===== config.mk =====
export PLATFORM = sky130hd
export DESIGN_NAME = decrypt_prga
export DESIGN_NICKNAME = d
export VERILOG_FILES = /design/src/rtl/decrypt_prga.sv
export SDC_FILE = /design/constraint.sdc
export NUM_CORES = 1
export LEC_CHECK = 0
export BUFFER_PORTS_ARGS = -buffer_cell sky130_fd_sc_hd__clkbuf_2
export CAP_MARGIN = 15
export CORE_MARGIN = 1.5
export CORE_UTILIZATION = 51
export CTS_CLUSTER_DIAMETER = 200
export DETAILED_ROUTE_END_ITERATION = 8
export PLACE_DENSITY = 0.72
export SLEW_MARGIN = 5
export SYNTH_ARGS = -nofsm -noshare
export SYNTH_HDL_FRONTEND = slang
export SYNTH_SLANG_ARGS = --single-unit

===== constraint.sdc =====
create_clock -name clk -period 5.3 [get_ports clk]
set_input_delay 0.53 -clock clk [delete_from_list [all_inputs] [get_ports clk]]
set_output_delay 0.53 -clock clk [all_outputs]
set_load 0.03 [all_outputs]

===== src/rtl/decrypt_prga.sv =====
// decrypt_prga
//   RC4 keystream generation and decrypt stage. Runs after the key-schedule
//   swap stage has permuted S. For each message byte it steps i/j through the
//   shared S table, swaps S[i]/S[j], fetches the keystream byte
//   S[S[i]+S[j]], XORs it with the encrypted ROM byte and writes the result
//   to the decrypted-message RAM.
// Ports
//   clk, reset_n             clock (rising edge), async active-low reset
//   start_flag / done_flag   stage handshake (start level, done while in DONE)
//   s_address/s_data_in/s_q/s_wren   shared 256x8 S memory port
//   rom_address/rom_q        encrypted-message ROM (address = byte index k)
//   d_address/d_data_in/d_wren       decrypted-message RAM write port
// Every output is a register. Values that must be visible *during* a write
// state (WR_I, WR_J, WR_D) are therefore loaded on the edge entering it.
module decrypt_prga #(
    parameter int MSG_LEN = 32,
    parameter int MSG_AW  = 5
) (
    input  logic              clk,
    input  logic              reset_n,
    input  logic              start_flag,
    output logic              done_flag,
    output logic [7:0]        s_address,
    output logic [7:0]        s_data_in,
    input  logic [7:0]        s_q,
    output logic              s_wren,
    output logic [MSG_AW-1:0] rom_address,
    input  logic [7:0]        rom_q,
    output logic [MSG_AW-1:0] d_address,
    output logic [7:0]        d_data_in,
    output logic              d_wren
);

    typedef enum logic [3:0] {
        IDLE, SET_I, WAIT_I, GET_I, ADD_J, WAIT_J, GET_J,
        WR_I, WR_J, SET_F, WAIT_F, GET_F, WR_D, NEXT, DONE
    } state_t;

    state_t            state, state_nxt;
    logic [7:0]        i, j, si, sj, f;
    logic [7:0]        i_nxt, j_nxt, si_nxt, sj_nxt, f_nxt;
    logic [MSG_AW-1:0] k, k_nxt;

    logic              done_nxt, s_wren_nxt, d_wren_nxt;
    logic [7:0]        s_addr_nxt, s_data_nxt, d_data_nxt;
    logic [MSG_AW-1:0] rom_addr_nxt, d_addr_nxt;

    always_ff @(posedge clk or negedge reset_n) begin
        if (!reset_n) begin
            state       <= IDLE;
            i           <= '0;
            j           <= '0;
            k           <= '0;
            si          <= '0;
            sj          <= '0;
            f           <= '0;
            done_flag   <= 1'b0;
            s_address   <= '0;
            s_data_in   <= '0;
            s_wren      <= 1'b0;
            rom_address <= '0;
            d_address   <= '0;
            d_data_in   <= '0;
            d_wren      <= 1'b0;
        end else begin
            state       <= state_nxt;
            i           <= i_nxt;
            j           <= j_nxt;
            k           <= k_nxt;
            si          <= si_nxt;
            sj          <= sj_nxt;
            f           <= f_nxt;
            done_flag   <= done_nxt;
            s_address   <= s_addr_nxt;
            s_data_in   <= s_data_nxt;
            s_wren      <= s_wren_nxt;
            rom_address <= rom_addr_nxt;
            d_address   <= d_addr_nxt;
            d_data_in   <= d_data_nxt;
            d_wren      <= d_wren_nxt;
        end
    end

    always_comb begin
        state_nxt    = state;
        i_nxt        = i;
        j_nxt        = j;
        k_nxt        = k;
        si_nxt       = si;
        sj_nxt       = sj;
        f_nxt        = f;
        done_nxt     = done_flag;
        s_addr_nxt   = s_address;
        s_data_nxt   = s_data_in;
        s_wren_nxt   = s_wren;
        rom_addr_nxt = rom_address;
        d_addr_nxt   = d_address;
        d_data_nxt   = d_data_in;
        d_wren_nxt   = d_wren;

        case (state)
            IDLE: begin
                i_nxt        = '0;
                j_nxt        = '0;
                k_nxt        = '0;
                rom_addr_nxt = '0;
                s_addr_nxt   = '0;
                s_data_nxt   = '0;
                s_wren_nxt   = 1'b0;
                d_addr_nxt   = '0;
                d_data_nxt   = '0;
                d_wren_nxt   = 1'b0;
                done_nxt     = 1'b0;
                if (start_flag) state_nxt = SET_I;
            end
            SET_I: begin
                i_nxt      = i + 8'd1;
                s_addr_nxt = i + 8'd1;
                state_nxt  = WAIT_I;
            end
            WAIT_I: state_nxt = GET_I;
            GET_I: begin
                si_nxt    = s_q;
                state_nxt = ADD_J;
            end
            ADD_J: begin
                j_nxt      = j + si;
                s_addr_nxt = j + si;
                state_nxt  = WAIT_J;
            end
            WAIT_J: state_nxt = GET_J;
            GET_J: begin
                // Set up the S[i] <= S[j] write so it is live during WR_I.
                sj_nxt     = s_q;
                s_addr_nxt = i;
                s_data_nxt = s_q;
                s_wren_nxt = 1'b1;
                state_nxt  = WR_I;
            end
            WR_I: begin
                // S[j] <= old S[i]; when i==j this rewrites the same value.
                s_addr_nxt = j;
                s_data_nxt = si;
                s_wren_nxt = 1'b1;
                state_nxt  = WR_J;
            end
            WR_J: begin
                s_wren_nxt = 1'b0;
                state_nxt  = SET_F;
            end
            SET_F: begin
                s_addr_nxt = si + sj;
                state_nxt  = WAIT_F;
            end
            WAIT_F: state_nxt = GET_F;
            GET_F: begin
                // f is captured here; the RAM write is prepared from the same
                // read so it is live during WR_D.
                f_nxt      = s_q;
                d_addr_nxt = k;
                d_data_nxt = s_q ^ rom_q;
                d_wren_nxt = 1'b1;
                state_nxt  = WR_D;
            end
            WR_D: begin
                d_data_nxt = f ^ rom_q;
                d_wren_nxt = 1'b0;
                state_nxt  = NEXT;
            end
            NEXT: begin
                if (k == MSG_AW'(MSG_LEN - 1)) begin
                    done_nxt  = 1'b1;
                    state_nxt = DONE;
                end else begin
                    k_nxt        = k + MSG_AW'(1);
                    rom_addr_nxt = k + MSG_AW'(1);
                    state_nxt    = SET_I;
                end
            end
            DONE: begin
                if (!start_flag) begin
                    done_nxt  = 1'b0;
                    state_nxt = IDLE;
                end
            end
            default: begin
                state_nxt  = IDLE;
                s_wren_nxt = 1'b0;
                d_wren_nxt = 1'b0;
                done_nxt   = 1'b0;
            end
        endcase
    end

endmodule

==> results.md, run 1 <==
- I/O pins: 56
- Async set-reset flop share out of synthesis: 100%
- Highest clock frequency the design can meet: 420 MHz
- Slew @ Worst Pin: 1.17 ns
- Number of placed instances with taps included: 569
- Library cell with the highest instance count after synthesis: dfrtp_1
- Post-CTS setup buffer count: 0
- Critical Path RT: 5.59 ns
- Max-slew violation count: 0
- Launching element type of the critical path: flip-flop
- HPWL Detailed: 7000 um
- Antenna-violating nets left: 0
- Count of nets after finishing: 514
- Cell type of the slowest stage on the worst timing path: nor3_1
- Via count of the first global-routing pass: 3,234
- Mapped Cells: 423
- Largest net degree at the start of global routing: 82
- Largest area contributor in the synthesized netlist: dfrtp_1
- Average detailed-routed wire length per instance: 16.9 um
- Total vias in the final route: 3,507
- CTS tree: yes
- Initial Util: 52.5%
- Routed vias/inst: 5.98
- Total power after layout: 0.00292 W
- TritonCTS Buffers: 9
- Routability Congestion: 0.901
- Peak VDD IR: 0.268 mV
- Root Buffer Master: clkbuf_8
- Number of levels the H-tree was split into: 3
- Register-to-register path setup slack: 2.92 ns
- Final non-filler cell area: 4840 sq um
- Static power due to leakage: 2.40 nW
- Final number of hold-violating endpoints: 0
- Max-Cap Viols: 0
- Outcome: complete, no violations
- Area fraction of the dominant cell type after synthesis: 47.0%
- Placed inst area: 4640 sq um
- DRT iter0 DRCs: 287
- Hold buffers post-CTS: 0
- Synth cell types: 49
- Final critical-path share of the clock period: 44.9%
- Final wirelength: 9890 um
- Fin cells: 586
- Final setup vio count: 0
- Path depth of the worst reg2reg path: 4
- Post-synth top flop: dfrtp_1
- Number of antenna violations at the first check in global routing: 0
- Worst reg2reg path endpoint: d_data_in[4]
- Drt first pass iters: 5
- Mapped cell area: 4310 sq um
- Clock slew at the register clock pins of the worst setup and hold paths: 0.09 ns
- Largest stage delay on the critical path: 0.92 ns
- Worst hold path class: in2async
- Aggregate negative setup slack: 0 ns
- Post-layout minimum cycle time: 2.38 ns
- Setup repair after global routing missed its margin: no
- Post-layout util: 58.9%
- Yosys Warn Count: 0
- Port bufs: 55
- Flip-flop and latch count after synthesis: 81
- Cell types with the largest area share after synthesis: dfrtp_1 47%, nand2_1 5.1%, ha_1 4.9%, mux2_2 3.7%, a22o_1 2.8%
- Sinks on the clock net: 81
- Cell chain of the critical path: nand2_1 -> nor3_1 -> a221o_1 -> a22o_1
- Maximum number of buffers from clock root to sink: 2
- Mean instance size in the synthesized netlist: 10.2 sq um
- Die boundary width: 94.9 um
- Type of the setup path with the least slack: reg2reg
- P per Cell Area: 603 nW/um^2
- Worst reg2reg startpoint: state[3]
- Setup Skew: 0.00897 ns
- Height of the die: 94.9 um
- Overall die area: 9010 sq um
- Clock network latency to the later pin of the worst-skew pair: 0.35 ns
- Data arrival at the endpoint of the critical path: 2.67 ns
- Critical Path Sink Type: flip-flop
- Number of antenna cells inserted: 0
- Worst slew margin: 21.7%
- Std-Cell Core Area: 8220 sq um
- Cell Rows: 33
- Number of gates resized after cts: 0
- Wire length of the first global-routing pass: 16,200 um
- Crit path max fanout: 24
- Fraction of layout cells with a size suffix above 1: 18.9%
- Sequential fraction of the synthesis area: 47.0%
- Congestion Overflow GR: 0
- Post-synth EDFFs: 0
- Area added between synthesis and finish: 12.3%
- Ranking of synthesized cells by instance count: 81 x dfrtp_1, 59 x nand2_1, 26 x nor2_1
- DRC violation count after routing: 0
- Total routing usage reported by global routing: 23.5%
- Net Count, Synth: 461
==> how the worst max path moves through the flow <==
stage | startpoint | endpoint | slack [ns] | depth (start not counted)
4_1_cts | state[0] | s_address[6] | 2.81 | 5
3_5_place_dp | state[0] | s_address[6] | 2.83 | 5
3_3_place_gp | state[0] | s_address[6] | 2.95 | 5
5_1_grt | state[2] | d_data_in[6] | 2.79 | 5
6_report | state[3] | d_data_in[4] | 2.92 | 4
2_1_floorplan | k[0] | done_flag | 3.45 | 7
==> layout make-up <==
type / count / area, sq um
Clock buffer: 9 / 124
Inverter: 14 / 52.6
Timing Repair Buffer: 58 / 304
Sequential cell: 81 / 2030
Clock inverter: 7 / 62.6
Tap cell: 105 / 131
Multi-Input combinational cell: 312 / 2140
Fill cell: 692 / 3380
==> per-stage QoR <==
stage	setup WS (ns)	hold slack, ns
finish	2.92	0.344
global route	2.79	0.422
CTS	2.81	0.392
detailed placement	2.83	0.480
global placement	2.95	0.474
floorplan	3.45	0.234
==> worst max-delay path: cells and delay by family (launching register included) <==
kind / cells / cell delay [ns]
and+or+nand+nor: 2 / 1.10
DFF: 1 / 0.79
AOI/OAI and AO/OA: 2 / 0.42
==> report_power, final <==
| part | internal (W) | switching (W) | total [W] |
|---|---|---|---|
| Combinational | 0.000569 | 0.000817 | 0.00139 |
| Sequential | 0.000844 | 0.000260 | 0.00110 |
| Clock | 0.000181 | 0.000250 | 0.000430 |
| Total | 0.00159 | 0.00133 | 0.00292 |
==> registers in the layout, summed over array words and instances (netlist names) <==
signal	count
d_address	5
d_data_in	8
s_address	8
state	4
j	8
d_wren	1
s_data_in	8
s_wren	1
f	8
sj	8
done_flag	1
si	8
i	8
k	5
==> cells by family after synthesis <==
group / count (synthesis) / synth area share (%)
xor gates and xnor gates: 14 / 2.84
buffers and inverters: 30 / 3.37
DFF: 81 / 47.0
and+or+nand+nor: 136 / 14.9
adders and majority gates: 19 / 5.86
AOI/OAI and AO/OA: 126 / 21.7
muxes: 17 / 4.38
==> cells in the final DEF, fill, tap and decap left out, types with 15 or more instances in the layout <==
master / netlist / final
nor2_1: 26 / 26
nand2_1: 59 / 59
ha_1: 17 / 17
clkbuf_2: 0 / 54
dfrtp_1: 81 / 81
a21oi_1: 15 / 15
o21ai_0: 23 / 23
a21o_1: 15 / 15
==> layer usage <==
layer	vias to the layer above	global-route usage, %	wire length [um]
li1	1676	-	-
met1	1717	33.6	4700
met2	104	36.1	4570
met3	10	3.86	492
met4	0	8.21	125
met5	-	0	0
Note: power is estimated with default switching activity, not from simulation.
==> inputs of run 2 (changes only) <==
--- a/config.mk
+++ b/config.mk
@@ -11,7 +11,7 @@
 export CORE_UTILIZATION = 51
 export CTS_CLUSTER_DIAMETER = 200
 export DETAILED_ROUTE_END_ITERATION = 8
-export PLACE_DENSITY = 0.72
+export PLACE_DENSITY = 0.75
 export SLEW_MARGIN = 5
 export SYNTH_ARGS = -nofsm -noshare
 export SYNTH_HDL_FRONTEND = slang
==> constraint.sdc (replaced) <==
create_clock -name clk -period 2 [get_ports clk]
set_input_delay 0.2 -clock clk [delete_from_list [all_inputs] [get_ports clk]]
set_output_delay 0.2 -clock clk [all_outputs]
set_load 0.03 [all_outputs]
==> run 2 against run 1 <==
Effect of this change:
- final cell count rose by 3.1%
- global-route usage rose by 1.0 points
- sequential cell count did not move
- maximum frequency rose by 23%
- wire length rose by 5.1%
- die area did not move
==> results.md, run 2 (synthesis gave the netlist of run 1 again) <==
- Timing startpoint of the critical path: si[2]
- Total routing usage reported by global routing: 24.5%
- Data arrival at the endpoint of the critical path: 2.17 ns
- Count of nets after finishing: 532
- Die boundary width: 94.9 um
- Maximum number of buffers from clock root to sink: 2
- Register-to-register path setup slack: 0.07 ns
- Path depth of the worst reg2reg path: 7
- DRC violation count after routing: 0
- Worst reg2reg startpoint: si[2]
- Height of the die: 94.9 um
- Static power due to leakage: 2.54 nW
- Final setup vio count: 0
- Setup Skew: 0.00960 ns
- Clock network latency to the later pin of the worst-skew pair: 0.36 ns
- Sinks on the clock net: 81
- Post-layout minimum cycle time: 1.93 ns
- Cell Rows: 33
- DRT iter0 DRCs: 249
- Slew @ Worst Pin: 0.815 ns
- Root Buffer Master: clkbuf_8
- I/O pins: 56
- Average detailed-routed wire length per instance: 17.2 um
- Post-layout worst setup margin: 0.0678 ns
- Highest clock frequency the design can meet: 518 MHz
- Fraction of layout cells with a size suffix above 1: 22.8%
- Most common cell after layout, fill and taps aside: dfrtp_1
- Antenna-violating nets left: 0
- Drt first pass iters: 5
- Hold depth: 3
- Outcome: complete, no violations
- Port bufs: 55
- Setup slack after placement: 0.0282 ns
- Final wirelength: 10,400 um
- Final critical-path share of the clock period: 96.6%
- Total vias in the final route: 3,599
- Final number of hold-violating endpoints: 0
- Routability Congestion: 0.898
- Number of levels the H-tree was split into: 3
- Highest-count cells in the layout ignoring fill and taps: 81 x dfrtp_1, 59 x nand2_1, 54 x clkbuf_2
- Initial Util: 52.5%
- Endpoint of the most critical setup path: s_address[6]
- Overall die area: 9010 sq um
- Setup repair after global routing missed its margin: yes
- Via count of the first global-routing pass: 3,361
- CTS tree: yes
- Critical Path Sink Type: flip-flop
- TritonCTS Buffers: 9
- Number of antenna violations at the first check in global routing: 0
- Max-slew violation count: 0
- Launching element type of the critical path: flip-flop
- Critical Path RT: 2.24 ns
- Crit path max fanout: 4
- Area added between synthesis and finish: 18.7%
- Total power after layout: 0.00853 W
- Wire length of the first global-routing pass: 16,600 um
- Congestion Overflow GR: 0
- Worst hold path class: in2reg
- Aggregate negative setup slack: 0 ns
- Worst slew margin: 45.4%
- Peak VDD IR: 0.797 mV
- Filler cell count in the final layout: 662
- Largest net degree at the start of global routing: 40
- Type of the setup path with the least slack: reg2reg
- Max-Cap Viols: 0
- Routed vias/inst: 5.96
- P per Cell Area: 1670 nW/um^2
- Std-Cell Core Area: 8220 sq um
- Worst reg2reg path endpoint: s_address[6]
- Number of antenna cells inserted: 0
- Clock slew at the register clock pins of the worst setup and hold paths: 0.09 ns
- HPWL Detailed: 7610 um
==> run 2: cell type report <==
| class | instances | area, sq um | share of cell area, % |
|---|---|---|---|
| Multi-Input combinational cell | 312 | 2160 | 42.3 |
| Inverter | 14 | 52.6 | 1.03 |
| Clock inverter | 6 | 139 | 2.72 |
| Clock buffer | 10 | 128 | 2.50 |
| Sequential cell | 81 | 2030 | 39.6 |
| Tap cell | 105 | 131 | 2.57 |
| Timing Repair Buffer | 76 | 475 | 9.30 |
==> run 2: repair_timing <==
| item | CTS | global route |
|---|---|---|
| hold buffers | 1 | 0 |
| setup endpoints to repair | 2 | 13 |
| setup buffers | 0 | 1 |
| endpoints found under the hold margin | 21 | 0 |
| pin swaps | 0 | 1 |
| gates resized for setup | 1 | 7 |
==> run 2: critical path, cell delays in order, from the launching register on <==
cell	delay, ns
dfrtp_1	0.44
ha_1	0.35
nor2b_2	0.19
o31a_1	0.29
o21a_1	0.18
nor3_1	0.12
nand3b_1	0.15
o211ai_1	0.09
==> run 2: worst min-delay path by stage <==
stage / startpoint / endpoint / slack, ns
after floorplan: reset_n / d_address[0] / -0.1
after global placement: reset_n / s_address[4] / 0.12
after detailed placement: reset_n / s_address[4] / 0.13
after CTS: s_q[2] / f[2] / 0.10
after global routing: s_q[2] / f[2] / 0.12
final: s_q[3] / f[3] / 0.11
==> run 2: layer usage <==
layer / vias up / wire (um) / track usage [%]
li1: 1714 / - / -
met1: 1758 / 4760 / 34.4
met2: 109 / 4810 / 37.1
met3: 18 / 621 / 5.15
met4: 0 / 199 / 9.70
met5: - / 0 / 0
==> run 2: stage by stage <==
| stage | std cells | area [sq um] | hold slack (ns) | util (%) |
|---|---|---|---|---|
| 5_1_grt | 604 | 5110 | 0.124 | 62.3 |
| 3_3_place_gp | 586 | 4810 | 0.125 | 58.5 |
| 4_1_cts | 603 | 5090 | 0.100 | 61.9 |
| 6_report | 604 | 5110 | 0.109 | 62.3 |
| 3_5_place_dp | 586 | 4810 | 0.127 | 58.5 |
| 2_1_floorplan | 423 | 4310 | -0.0956 | - |
==> run 2: report_power, final <==
part	switching [W]	leakage, nW	total [W]	internal (W)
sequential	0.000560	1.04	0.00280	0.00224
combinational	0.00241	1.37	0.00414	0.00173
clock	0.000629	0.129	0.00159	0.000965
==> inputs of run 3 (changes only) <==
--- a/config.mk
+++ b/config.mk
@@ -11,7 +11,7 @@
 export CORE_UTILIZATION = 51
 export CTS_CLUSTER_DIAMETER = 200
 export DETAILED_ROUTE_END_ITERATION = 8
-export PLACE_DENSITY = 0.75
+export PLACE_DENSITY = 0.72
 export SLEW_MARGIN = 5
 export SYNTH_ARGS = -nofsm -noshare
 export SYNTH_HDL_FRONTEND = slang
==> constraint.sdc (replaced) <==
create_clock -name clk -period 1.93 [get_ports clk]
set_input_delay 0.193 -clock clk [delete_from_list [all_inputs] [get_ports clk]]
set_output_delay 0.193 -clock clk [all_outputs]
set_load 0.03 [all_outputs]
==> run 3 against run 2 <==
Effect of this change:
- clock power is 16% lower
- clock skew grew 0.0052 ns
- maximum frequency down 0.30%
- largest cell class unchanged
- clock-buffer cell count is the same
- wire length is 4.9% higher
- core utilization increased by 0.59 points
- non-clock buffer count grew 10
- combinational power rose by 8.5%
- critical endpoint unchanged
- total power is 2.6% higher
- the run now ends with negative setup slack left
- worst setup slack worse by 0.076 ns
==> results.md, run 3 (synthesis gave the netlist of run 1 again) <==
- Largest net degree at the start of global routing: 43
- Number of placed instances with taps included: 592
- Endpoint of the most critical setup path: s_address[6]
- Outcome: finished with violations
- I/O pins: 56
- Total routing usage reported by global routing: 25.0%
- Max-Cap Viols: 0
- Hold Crit Start: s_q[7]
- Post-layout worst setup margin: -0.00798 ns
- Final critical-path share of the clock period: 100%
- Overall die area: 9010 sq um
- Data arrival at the endpoint of the critical path: 2.17 ns
- TritonCTS Buffers: 9
- Clock network latency to the later pin of the worst-skew pair: 0.37 ns
- HPWL Detailed: 7770 um
- Worst reg2reg path endpoint: s_address[6]
- Count of nets after finishing: 542
- Fin cells: 614
- Largest stage delay on the critical path: 0.45 ns
- Cell type of the slowest stage on the worst timing path: dfrtp_2
- Peak VDD IR: 0.764 mV
- P per Cell Area: 1690 nW/um^2
- Via count of the first global-routing pass: 3,397
- Critical Path RT: 2.17 ns
- Root Buffer Master: clkbuf_8
- Sinks on the clock net: 81
- Initial Util: 52.5%
- Worst hold path class: in2reg
- Total power after layout: 0.00875 W
- Port bufs: 55
- Antenna-violating nets left: 0
- Std-Cell Core Area: 8220 sq um
- Slew @ Worst Pin: 0.652 ns
- Clock slew at the register clock pins of the worst setup and hold paths: 0.09 ns
- Timing startpoint of the critical path: si[2]
- Total vias in the final route: 3,707
- Maximum number of buffers from clock root to sink: 2
- Setup repair after global routing missed its margin: yes
- Number of antenna cells inserted: 0
- Drt first pass iters: 5
- Number of levels the H-tree was split into: 3
- Setup Skew: 0.0148 ns
- Static power due to leakage: 2.55 nW
- Height of the die: 94.9 um
- DRT iter0 DRCs: 310
- DRC violation count after routing: 0
- Final wirelength: 10,900 um
- Hold depth: 3
- Average detailed-routed wire length per instance: 17.8 um
- Routed vias/inst: 6.04
- Final number of hold-violating endpoints: 0
- Setup slack after placement: -0.0426 ns
- Worst reg2reg startpoint: si[2]
- Area added between synthesis and finish: 19.8%
- Number of antenna violations at the first check in global routing: 0
- Worst slew margin: 56.3%
- Crit path max fanout: 4
- Highest-count cells in the layout ignoring fill and taps: 77 x dfrtp_1, 59 x nand2_1, 54 x clkbuf_2
- Final setup vio count: 1
- Congestion Overflow GR: 0
- Critical Path Sink Type: flip-flop
- Register-to-register path setup slack: -0.008 ns
- Most common cell after layout, fill and taps aside: dfrtp_1
- Routability Congestion: 0.898
- Die boundary width: 94.9 um
- Fraction of layout cells with a size suffix above 1: 27.1%
- Highest clock frequency the design can meet: 516 MHz
- Violated checks: negative setup slack
- Cell chain of the critical path: ha_1 -> nor2b_2 -> o31a_1 -> o21ai_1 -> nand2b_1 -> xnor2_1 -> o211ai_1
- Path depth of the worst reg2reg path: 7
- Aggregate negative setup slack: -0.00798 ns
- Launching element type of the critical path: flip-flop
- Filler cell count in the final layout: 681
- Post-layout minimum cycle time: 1.94 ns
- Wire length of the first global-routing pass: 17,000 um
- Max-slew violation count: 0
- CTS tree: yes
- Type of the setup path with the least slack: reg2reg
- Cell Rows: 33
run 3: changes by cell type in the layout (fill, tap and decap cells not counted), sizes merged:
cell    delta
buf       +10
bufinv     -3
inv        +1
clkinv     +2
run 3: worst max-delay path: cells and delay by family, from the launching register on:
family / cells / cell delay [ns]
xor gates and xnor gates: 1 / 0.18
adders and majority gates: 1 / 0.36
DFF: 1 / 0.45
and+or+nand+nor: 2 / 0.26
AOI/OAI and AO/OA: 3 / 0.56
run 3: per-stage QoR:
stage,utilization (%),area [sq um],hold WS (ns)
floorplan,-,4310,-0.103
global placement,58.7,4830,0.228
detailed placement,58.7,4830,0.235
global route,62.8,5160,0.103
finish,62.8,5160,0.0928
CTS,61.7,5070,0.0919
run 3: where the power goes:
group / internal, W / leakage [nW] / switching, W
registers: 0.00233 / 1.03 / 0.000607
logic: 0.00188 / 1.42 / 0.00260
clock network: 0.000647 / 0.103 / 0.000679
run 3: area by class of cell:
class / count / area (sq um) / area share [%]
multi-input combinational: 312 / 2210 / 42.8
sequential: 81 / 2030 / 39.4
timing repair buffer: 86 / 526 / 10.2
clock buffer: 10 / 138 / 2.67
tap: 105 / 131 / 2.54
clock inverter: 6 / 72.6 / 1.41
inverter: 14 / 52.6 / 1.02
run 3: timing repair:
action | in CTS | in global routing
gates resized for setup | 6 | 20
setup buffers | 0 | 5
endpoints found under the setup margin | 12 | 16
endpoints found under the hold margin | 38 | 0
hold buffers | 1 | 0
pin swaps | 0 | 4
run 3: worst min-delay path by stage:
stage                   end  slack, ns
2_1_floorplan  d_address[0]      -0.10
3_3_place_gp         d_wren       0.23
3_5_place_dp         d_wren       0.24
4_1_cts                f[7]       0.09
5_1_grt                f[7]       0.10
6_report               f[7]       0.09
run 3: per-layer routing:
metal  share of wire, %  vias to the layer above  global-route usage (%)  wire [um]
met5                  0                        -                       0          0
met4                1.9                        0                    8.71        206
met3                5.1                       18                    4.19        554
met2                 46                      131                    39.3       5020
met1                 47                     1824                    35.0       5120
li1                   -                     1734                       -          -
